$ cat src/rtl/rgb_pwm.sv
// PWM driver for the three RGB LED pins; colour and duty are shadowed at period boundaries.
// Optional breathing ramp enabled by defining RGB_PWM_BREATH_EN.
module rgb_pwm #(
    parameter int CNT_W          = 8,
    parameter int PRESCALE       = 16,
    parameter int BRIGHT_DEFAULT = 64
) (
    input  logic             clk,
    input  logic             rst,
    input  logic [2:0]       rgb_in,
    input  logic [CNT_W-1:0] bright,
    input  logic             bright_load,
    output logic [2:0]       led_out,
    output logic             period_start
);

    localparam int               PRE_W   = (PRESCALE > 1) ? $clog2(PRESCALE) : 1;
    localparam logic [PRE_W-1:0] PRE_MAX = PRE_W'(PRESCALE - 1);
    localparam logic [CNT_W-1:0] CNT_MAX = '1;

    logic [PRE_W-1:0] r_pre_cnt;
    logic [CNT_W-1:0] r_pwm_cnt;
    logic [CNT_W-1:0] r_duty_pend;
    logic [CNT_W-1:0] r_duty_sh;
    logic [2:0]       r_rgb_sh;

    logic             w_tick;
    logic             w_boundary;
    logic [CNT_W-1:0] w_ceiling;
    logic [CNT_W-1:0] w_duty_next;

    assign w_tick     = (r_pre_cnt == PRE_MAX);
    assign w_boundary = w_tick && (r_pwm_cnt == CNT_MAX);
    // A load on the boundary cycle itself must take effect in the period that starts now.
    assign w_ceiling  = bright_load ? bright : r_duty_pend;

    always_ff @(posedge clk or posedge rst) begin
        if (rst) begin
            r_pre_cnt <= '0;
        end else if (w_tick) begin
            r_pre_cnt <= '0;
        end else begin
            r_pre_cnt <= r_pre_cnt + PRE_W'(1);
        end
    end

    always_ff @(posedge clk or posedge rst) begin
        if (rst) begin
            r_pwm_cnt <= '0;
        end else if (w_tick) begin
            r_pwm_cnt <= r_pwm_cnt + CNT_W'(1);
        end
    end

    always_ff @(posedge clk or posedge rst) begin
        if (rst) begin
            r_duty_pend <= CNT_W'(BRIGHT_DEFAULT);
        end else if (bright_load) begin
            r_duty_pend <= bright;
        end
    end

`ifdef RGB_PWM_BREATH_EN
    logic [CNT_W-1:0] r_breath;
    logic             r_dir_down;
    logic [CNT_W-1:0] w_breath_next;
    logic             w_dir_next;

    // Triangle ramp between 0 and the ceiling, one step per period.
    always_comb begin
        w_breath_next = r_breath;
        w_dir_next    = r_dir_down;
        if (!r_dir_down) begin
            if (r_breath < w_ceiling) begin
                w_breath_next = r_breath + CNT_W'(1);
            end else begin
                w_dir_next    = 1'b1;
                w_breath_next = (r_breath == '0) ? '0 : r_breath - CNT_W'(1);
            end
        end else begin
            if (r_breath != '0) begin
                w_breath_next = r_breath - CNT_W'(1);
            end else begin
                w_dir_next    = 1'b0;
                w_breath_next = (w_ceiling == '0) ? '0 : CNT_W'(1);
            end
        end
    end

    always_ff @(posedge clk or posedge rst) begin
        if (rst) begin
            r_breath   <= '0;
            r_dir_down <= 1'b0;
        end else if (w_boundary) begin
            r_breath   <= w_breath_next;
            r_dir_down <= w_dir_next;
        end
    end

    assign w_duty_next = w_breath_next;
`else
    assign w_duty_next = w_ceiling;
`endif

    always_ff @(posedge clk or posedge rst) begin
        if (rst) begin
            r_rgb_sh  <= '0;
            r_duty_sh <= '0;
        end else if (w_boundary) begin
            r_rgb_sh  <= rgb_in;
            r_duty_sh <= w_duty_next;
        end
    end

    always_ff @(posedge clk or posedge rst) begin
        if (rst) begin
            led_out      <= '0;
            period_start <= 1'b0;
        end else begin
            led_out      <= r_rgb_sh & {3{r_pwm_cnt < r_duty_sh}};
            period_start <= w_boundary;
        end
    end

endmodule

$ cat config.mk
export PLATFORM = sky130hd
export DESIGN_NAME = rgb_pwm
export DESIGN_NICKNAME = d
export VERILOG_FILES = /design/src/rtl/rgb_pwm.sv
export SDC_FILE = /design/constraint.sdc
export NUM_CORES = 1
export LEC_CHECK = 0
export BUFFER_PORTS_ARGS = -buffer_cell sky130_fd_sc_hd__buf_2
export CORE_ASPECT_RATIO = 0.9
export CORE_MARGIN = 3
export CORE_UTILIZATION = 24
export DETAILED_ROUTE_END_ITERATION = 10
export GPL_TIMING_DRIVEN = 0
export PLACE_DENSITY = 0.36
export SETUP_SLACK_MARGIN = 0.2
export SLEW_MARGIN = 30
export SYNTH_ARGS = -nofsm -noshare
export SYNTH_HDL_FRONTEND = slang
export SYNTH_SLANG_ARGS = --single-unit
$ cat constraint.sdc
create_clock -name clk -period 2.9 [get_ports clk]
set_input_delay 0.29 -clock clk [delete_from_list [all_inputs] [get_ports clk]]
set_output_delay 0.29 -clock clk [all_outputs]
set_load 0.02 [all_outputs]
# [Word level (Yosys, flattened, before mapping)]
# Index checks and enable logic that the tools add are counted.
[word_totals] reg_bits=35 output_inout_bits=4
[op_classes] n_addsub=2 n_lt_le_gt_ge=1 n_eq_ne=2 n_mux=2 n_bitwise=1 reduce_logical=1
[op_table] operator="adder 8 x 1 -> 8 bit (second input constant)" n=1
[op_table] operator="== test 8 bit (second input constant)" n=1
[op_table] operator="less-than comparator 8 bit" n=1
[op_table] operator="two-way mux 8 bit" n=1
[op_table] operator="adder 4 x 1 -> 4 bit (second input constant)" n=1
[op_table] operator="== test 4 bit (second input constant)" n=1
[op_table] operator="two-way mux 4 bit" n=1
[op_table] operator="AND 3 bit" n=1
[op_table] operator="logical AND 1 bit" n=1

# [Longest topological paths before layout]
# Gate-level depths: netlist (run 1).
[depth] depth_word=2 mapped_depth=5

# [Least setup slack after synthesis (run 1)]
# No wires, ideal clock.
[synth_path] path_kind="reg2reg" from="register r_pre_cnt[0]" to="register r_rgb_sh[0]" arrival_time_ns=1.501 required_ns=2.775 setup_slack_ns=1.274 stages_incl_launch_ff=6 n_path_buf=1 period_less_slack_ns=1.626 cell_sequence="dfrtp_1 -> ha_1 -> nand4_4 -> nor3_4 -> buf_6 -> mux2_2"
[synth_between] elab_chain_len=2
[synth_rtl] element="start: declaration" line_no="21" rtl="logic [PRE_W-1:0] r_pre_cnt;"
[synth_rtl] element="start signal: assignment" line_no="43" rtl="r_pre_cnt <= r_pre_cnt + PRE_W'(1);"
[synth_rtl] element="== test 4 bit" line_no="32" rtl="assign w_tick = (r_pre_cnt == PRE_MAX);"
[synth_rtl] element="logical AND 1 bit" line_no="33" rtl="assign w_boundary = w_tick && (r_pwm_cnt == CNT_MAX);"
[synth_rtl] element="via w_boundary" line_no="28" rtl="logic w_boundary;"
[synth_rtl] element="end signal: assignment" line_no="110" rtl="r_rgb_sh <= rgb_in;"
[synth_rtl] element="end: declaration" line_no="25" rtl="logic [2:0] r_rgb_sh;"
# The timed path passes the listed nets, and every way through them passes these cells.
# A chain may end at the register's enable or synchronous reset.

# [Final worst setup path (run 1)]
# Same ends and word-level chain as after synthesis.

==> impl_metrics.yaml, run 1 <==
cells_and_area:
  fill_cells: 624
  num-nets-final: 165
  final_common_cell: "dfrtp_1"
  final_cell_mix: "dfrtp_1, mux2_2, buf_2, inv_1, ha_1"
  antennaDiodeCount: 0
  drive_gt1_share_pct: 34.5
  multi_input_area_um2: 613
  fin_util_pct: 29.6
  seq_area_um2: 877
  area.growth.synth_to_final_pct: 17.8
power:
  clockPowerShare_pct: 39.5
  p_per_area_nw_per_um2: 485
  p_leak_nw: 0.889
  p_comb_share_pct: 3.9
  power_frac_seq_pct: 56.6
  p_int_mw: 0.702
  switchingPower_mw: 0.185
  power_switching_share_pct: 20.9
  peakVddDrop_v: 0.000197
logic_synthesis:
  synth.distinct_cells: 25
  synth_warnings: 0
  syn_avg_cell_area_um2: 13.1
  netlist_instances: 119
  synth_area_um2: 1550
  synth_fp_nets: 142
  ys_seq_elements: 35
  ys_seq_area_share_pct: 56.4
sta:
  rsz0062_at_grt: "false"
  relSlewSlack_pct: 51.2
  finalHoldViolations: 0
  tightest_slew_ns: 0.731
  skew_ns: 0.00471
  maxSlewViolCount: 0
  fmax_ghz: 0.557
  min_period_over_period_pct: 61.9
  setup_tns_ns: 0
  setup_viol: 0
  period_minus_slack_ns: 1.79
setup_path:
  ff2ff_setup_slack_ns: 1.11
  crit_type: "reg -> reg"
  cp.required_ns: 3.06
  path_cells: "ha_1, nand4_4, nor3_4, buf_6, mux2_2"
  cp_max_fo: 10
  reg2reg_depth: 5
  cpPeakStageDelay_ns: 0.38
  crit_arrival_ns: 1.96
  end_kind: "flip-flop"
  start_kind: "flip-flop"
  crit_path_top_delay_cell: "dfrtp_1"
  regToRegStartpoint: "r_pre_cnt[0]$_DFF_PP0_"
  worstReg2RegEnd: "r_rgb_sh[0]$_DFFE_PP0P_"
global_routing:
  use_met3_pct: 3.17
  track_usage_pct: 7.82
  gr-usage-met2_pct: 12.1
  grt_pass1_vias: 921
  overflow: 0
  grt_max_degree: 36
  grt_pass1_wl_mm: 4.44
  grtUsageMet1_pct: 9.70
  antenna_found_initial: 0
  grt_busiest_layer: "met2"
clock_tree:
  tritoncts: "yes"
  cts_made_buffers: 5
  cts_max_path_buffers: 2
  htree_levels: 2
  cts-root-buf: "clkbuf_8"
  clkLatencyLatePin_ns: 0.28
  cts_setup_buffers: 0
  cts_sinks: 35
  ctsHoldBuffers: 0
  clkTransAtPathRegs_ns: 0.07
  post_cts_resized: 0
flow_run:
  cap_violations: 0
route:
  detail-route-antenna-nets: 0
  wire_per_inst_um: 11.7
  firstDrtPassIters: 4
  wirelength_mm: 2.67
  via_per_inst: 3.94
  vias: 903
  drtIter0Drc: 41
  drc: 0
place:
  place_congestion: 0.668
  dp_hpwl_mm: 1.95
  portBuffers: 16
floorplanning:
  start_util_pct: 25.1
  dieArea_um2: 7480
  rows: 27
  fp.dieW_um: 90.8
  io_pins: 18
  core_area_um2: 6180
  die_h_um: 82.3
min_path:
  hold_path.class: "in -> async"
status:
  outcome: "completed"
## metrics by stage
stage               cell area [µm²]  hold slack (ns)  worst slack, ns  std cells  total power, mW
floorplan                      1550            0.442             1.27        119            0.533
CTS                            1830            0.162             1.08        229            0.906
finish                         1830            0.135             1.11        229            0.888
global placement               1740            0.470             1.12        222            0.546
detailed placement             1740            0.470             1.10        222            0.548
global route                   1830            0.205             1.00        229            0.936
## power by group through the flow
stage | sequential, mW | clock, mW | combinational, mW
after global placement | 0.512 | 0 | 0.0345
after CTS | 0.502 | 0.368 | 0.0362
after global routing | 0.503 | 0.393 | 0.0400
final | 0.502 | 0.351 | 0.0344
after floorplan | 0.511 | 0 | 0.0225
after detailed placement | 0.512 | 0 | 0.0363
## per-layer routing
metal	vias up	routed length, µm
li1	453	-
met3	5	151
met4	0	36
met1	429	1310
met2	16	1180
met5	-	0
## final cells by class
class / count / area share [%]
repair buffers: 16 / 4.37
inverters: 13 / 2.67
flip-flops and latches: 35 / 47.9
clock inverters: 1 / 0.273
plain buffers: 2 / 0.820
multi-input cells: 69 / 33.5
well taps: 87 / 5.95
clock buffers: 6 / 4.51
## worst max-delay path, delay by kind of cell (launching register included)
| family | cells | cell delay [ns] |
|---|---|---|
| multiplexers | 1 | 0.35 |
| flip-flops | 1 | 0.38 |
| AND/OR/NAND/NOR | 2 | 0.47 |
| buffers and inverters | 1 | 0.19 |
| adder cells (fa/ha/maj) | 1 | 0.28 |
## how the worst max path moves through the flow
stage	from	endpoint	slack (ns)
5_1_grt	r_pre_cnt[0]$_DFF_PP0_	r_rgb_sh[0]$_DFFE_PP0P_	1.00
6_report	r_pre_cnt[0]$_DFF_PP0_	r_rgb_sh[0]$_DFFE_PP0P_	1.11
4_1_cts	r_pre_cnt[0]$_DFF_PP0_	r_rgb_sh[0]$_DFFE_PP0P_	1.08
2_1_floorplan	r_pre_cnt[0]$_DFF_PP0_	r_rgb_sh[0]$_DFFE_PP0P_	1.27
3_3_place_gp	r_pre_cnt[0]$_DFF_PP0_	r_duty_sh[3]$_DFFE_PP0P_	1.12
3_5_place_dp	r_pre_cnt[0]$_DFF_PP0_	r_rgb_sh[0]$_DFFE_PP0P_	1.10
## cell usage after synthesis
| master | number | area share [%] |
|---|---|---|
| a21o_1 | 2 | 0.97 |
| a21oi_1 | 1 | 0.32 |
| a311oi_1 | 3 | 1.7 |
| and3_1 | 1 | 0.40 |
| and3_2 | 1 | 0.48 |
| buf_6 | 1 | 0.72 |
| clkbuf_1 | 1 | 0.24 |
| dfrtp_1 | 34 | 55 |
| dfstp_2 | 1 | 1.7 |
| ha_1 | 9 | 7.2 |
| inv_1 | 13 | 3.1 |
| mux2_2 | 20 | 14 |
| nand2_1 | 5 | 1.2 |
| nand3_1 | 1 | 0.32 |
| nand4_1 | 2 | 0.81 |
| nand4_4 | 1 | 1.4 |
| nor2_1 | 3 | 0.72 |
| nor2b_1 | 1 | 0.40 |
| nor3_1 | 4 | 1.3 |
| nor3_4 | 1 | 1.0 |
| nor4_1 | 1 | 0.40 |
| o21ai_0 | 4 | 1.3 |
| o21bai_1 | 1 | 0.48 |
| xnor2_1 | 1 | 0.56 |
| xor2_1 | 7 | 3.9 |
## kinds of logic after synthesis
family | Yosys count | synth area share, %
flops | 35 | 56.4
simple gates | 21 | 8.46
mux | 20 | 14.5
buf+inv | 15 | 4.11
compound gates | 11 | 4.75
fa+ha+maj | 9 | 7.25
xor+xnor | 8 | 4.51
## flip-flops by register name, summed over array words and instances, names as in the netlist
name	count
r_pwm_cnt	8
r_rgb_sh	3
r_duty_pend	8
led_out	3
r_pre_cnt	4
period_start	1
r_duty_sh	8
(Power assumes the default switching activity.)
==> run 2, diff against run 1 <==
--- a/config.mk
+++ b/config.mk
@@ -11,7 +11,7 @@
 export CORE_UTILIZATION = 24
 export DETAILED_ROUTE_END_ITERATION = 10
 export GPL_TIMING_DRIVEN = 0
-export PLACE_DENSITY = 0.36
+export PLACE_DENSITY = 0.37
 export SETUP_SLACK_MARGIN = 0.2
 export SLEW_MARGIN = 30
 export SYNTH_ARGS = -nofsm -noshare
==> constraint.sdc (replaced) <==
create_clock -name clk -period 1.5 [get_ports clk]
set_input_delay 0.15 -clock clk [delete_from_list [all_inputs] [get_ports clk]]
set_output_delay 0.15 -clock clk [all_outputs]
set_load 0.02 [all_outputs]
==> run 2 against run 1 <==
  * The flow now finishes with violations (negative hold slack, negative setup slack)
  * Total power increased by 85%
  * Wire length up 10%
  * Largest cell class unchanged
  * Critical path depth unchanged
  * Clock skew is 0.0022 ns lower
==> impl_metrics.yaml, run 2 (same netlist as run 1, synthesis figures left out) <==
cells_and_area:
  top_regs: "r_duty_pend x8, r_duty_sh x8, r_pwm_cnt x8"
  antennaDiodeCount: 0
  fill_cells: 623
  drive_gt1_share_pct: 52.8
  area.growth.synth_to_final_pct: 36.2
  multi_input_area_um2: 758
  final_cell_mix: "dfrtp_1, buf_2, buf_4, inv_1, mux2_2"
  num-nets-final: 183
  final_common_cell: "dfrtp_1"
  fin_cells: 246
  seq_area_um2: 882
place:
  place_congestion: 0.638
  portBuffers: 16
  placed_cells: 222
  dp_hpwl_mm: 1.90
route:
  drc: 0
  drtIter0Drc: 35
  via_per_inst: 4.12
  wirelength_mm: 2.95
  wire_per_inst_um: 12.0
  detail-route-antenna-nets: 0
  firstDrtPassIters: 4
  vias: 1013
global_routing:
  grt_pass1_wl_mm: 4.94
  grt_pass1_vias: 1010
  overflow: 0
  antenna_found_initial: 0
  track_usage_pct: 8.66
  grt_max_degree: 36
clock_tree:
  cts_made_buffers: 5
  ctsHoldBuffers: 0
  htree_levels: 2
  clkTransAtPathRegs_ns: 0.06
  clkLatencyLatePin_ns: 0.27
  cts-root-buf: "clkbuf_8"
  tritoncts: "yes"
  cts_max_path_buffers: 2
  cts_sinks: 35
setup_path:
  crit_type: "reg -> reg"
  cp.required_ns: 1.67
  cp_max_fo: 4
  regToRegStartpoint: "r_pwm_cnt[1]$_DFFE_PP0P_"
  crit_path_top_delay_cell: "dfrtp_1"
  ff2ff_setup_slack_ns: -0.03
  crit_buf_inv: 1
  cpLargestDelayFamily: "compound AO/OA/AOI/OAI gates"
  crit_arrival_ns: 1.71
  reg2reg_depth: 5
  worstReg2RegEnd: "led_out[0]$_DFF_PP0_"
  end_kind: "flip-flop"
  start_kind: "flip-flop"
  cpPeakStageDelay_ns: 0.41
  path_cells: "buf_4, ha_2, nor4_4, o21ai_2, a311oi_1"
sta:
  finalHoldViolations: 3
  tightest_slew_ns: 0.730
  min_period_over_period_pct: 102
  worst_slack_ns: -0.0310
  setup_viol: 12
  setup_tns_ns: -0.228
  rsz0062_at_grt: "true"
  skew_ns: 0.00247
  fmax_ghz: 0.653
  holdWs_ns: -0.00238
  period_minus_slack_ns: 1.53
  maxSlewViolCount: 0
  relSlewSlack_pct: 51.2
min_path:
  hold_path.class: "in -> async"
floorplanning:
  rows: 27
  fp.dieW_um: 90.8
  die_h_um: 82.3
  io_pins: 18
  dieArea_um2: 7480
  core_area_um2: 6180
  start_util_pct: 25.1
flow_run:
  cap_violations: 0
status:
  outcome: "finished, violations left"
  violations: "negative hold slack, negative setup slack"
power:
  p_total_mw: 1.65
  peakVddDrop_v: 0.000371
  p_per_area_nw_per_um2: 778
  p_leak_nw: 0.978
==> run 2: changes by cell type in the layout (fill, tap and decap cells not counted), moves of 3 or more <==
cell	previous run	this run
ha_1	9	4
mux2_4	0	9
buf_4	0	14
mux2_2	20	11
nor3_1	4	0
ha_2	0	3
buf_6	1	5
dfrtp_2	0	4
dfrtp_1	34	30
==> run 2: per-layer routing <==
metal / wire length [µm] / vias up / global-route usage [%]
met5: 0 / - / 0
li1: - / 491 / -
met3: 157 / 4 / 2.90
met2: 1340 / 20 / 13.2
met1: 1420 / 498 / 11.5
met4: 29 / 0 / 3.16
==> run 2: how the worst max path moves through the flow <==
| stage | from | slack (ns) | to | depth (start not counted) |
|---|---|---|---|---|
| after floorplan | r_pre_cnt[0]$_DFF_PP0_ | 0.04 | r_rgb_sh[0]$_DFFE_PP0P_ | 5 |
| after global placement | r_pre_cnt[0]$_DFF_PP0_ | -0.1 | r_duty_sh[3]$_DFFE_PP0P_ | 5 |
| after detailed placement | r_pre_cnt[0]$_DFF_PP0_ | -0.12 | r_rgb_sh[2]$_DFFE_PP0P_ | 5 |
| after CTS | r_pre_cnt[0]$_DFF_PP0_ | -0.06 | r_rgb_sh[2]$_DFFE_PP0P_ | 5 |
| after global routing | r_pwm_cnt[0]$_DFFE_PP0P_ | -0.14 | r_rgb_sh[2]$_DFFE_PP0P_ | 5 |
| final | r_pwm_cnt[1]$_DFFE_PP0P_ | -0.03 | led_out[0]$_DFF_PP0_ | 5 |
==> run 2: power breakdown <==
| part | total [mW] | internal [mW] | switching, mW |
|---|---|---|---|
| registers | 0.972 | 0.967 | 0.00506 |
| clock network | 0.605 | 0.309 | 0.296 |
| logic | 0.0692 | 0.0318 | 0.0373 |
==> run 2: final cells by class <==
class                   count  area share (%)
flip-flops and latches     35            41.7
multi-input cells          69            35.8
repair buffers             34            10.9
well taps                  87            5.14
clock buffers               6            3.43
inverters                  13            2.31
plain buffers               2           0.710
==> run 2: stage by stage <==
step / area [µm²] / util (%) / setup slack [ns]
after CTS: 1970 / 31.9 / -0.0615
final: 2120 / 34.2 / -0.0310
after detailed placement: 1760 / 28.5 / -0.123
after global routing: 2120 / 34.2 / -0.143
after global placement: 1760 / 28.5 / -0.0958
after floorplan: 1570 / - / 0.0430
==> run 2: repair_timing <==
item	in CTS	in global routing
endpoints found under the setup margin	15	20
setup buffers	9	8
gates cloned	1	0
resized for setup	17	19
endpoints found under the hold margin	0	0
pin swaps	5	6
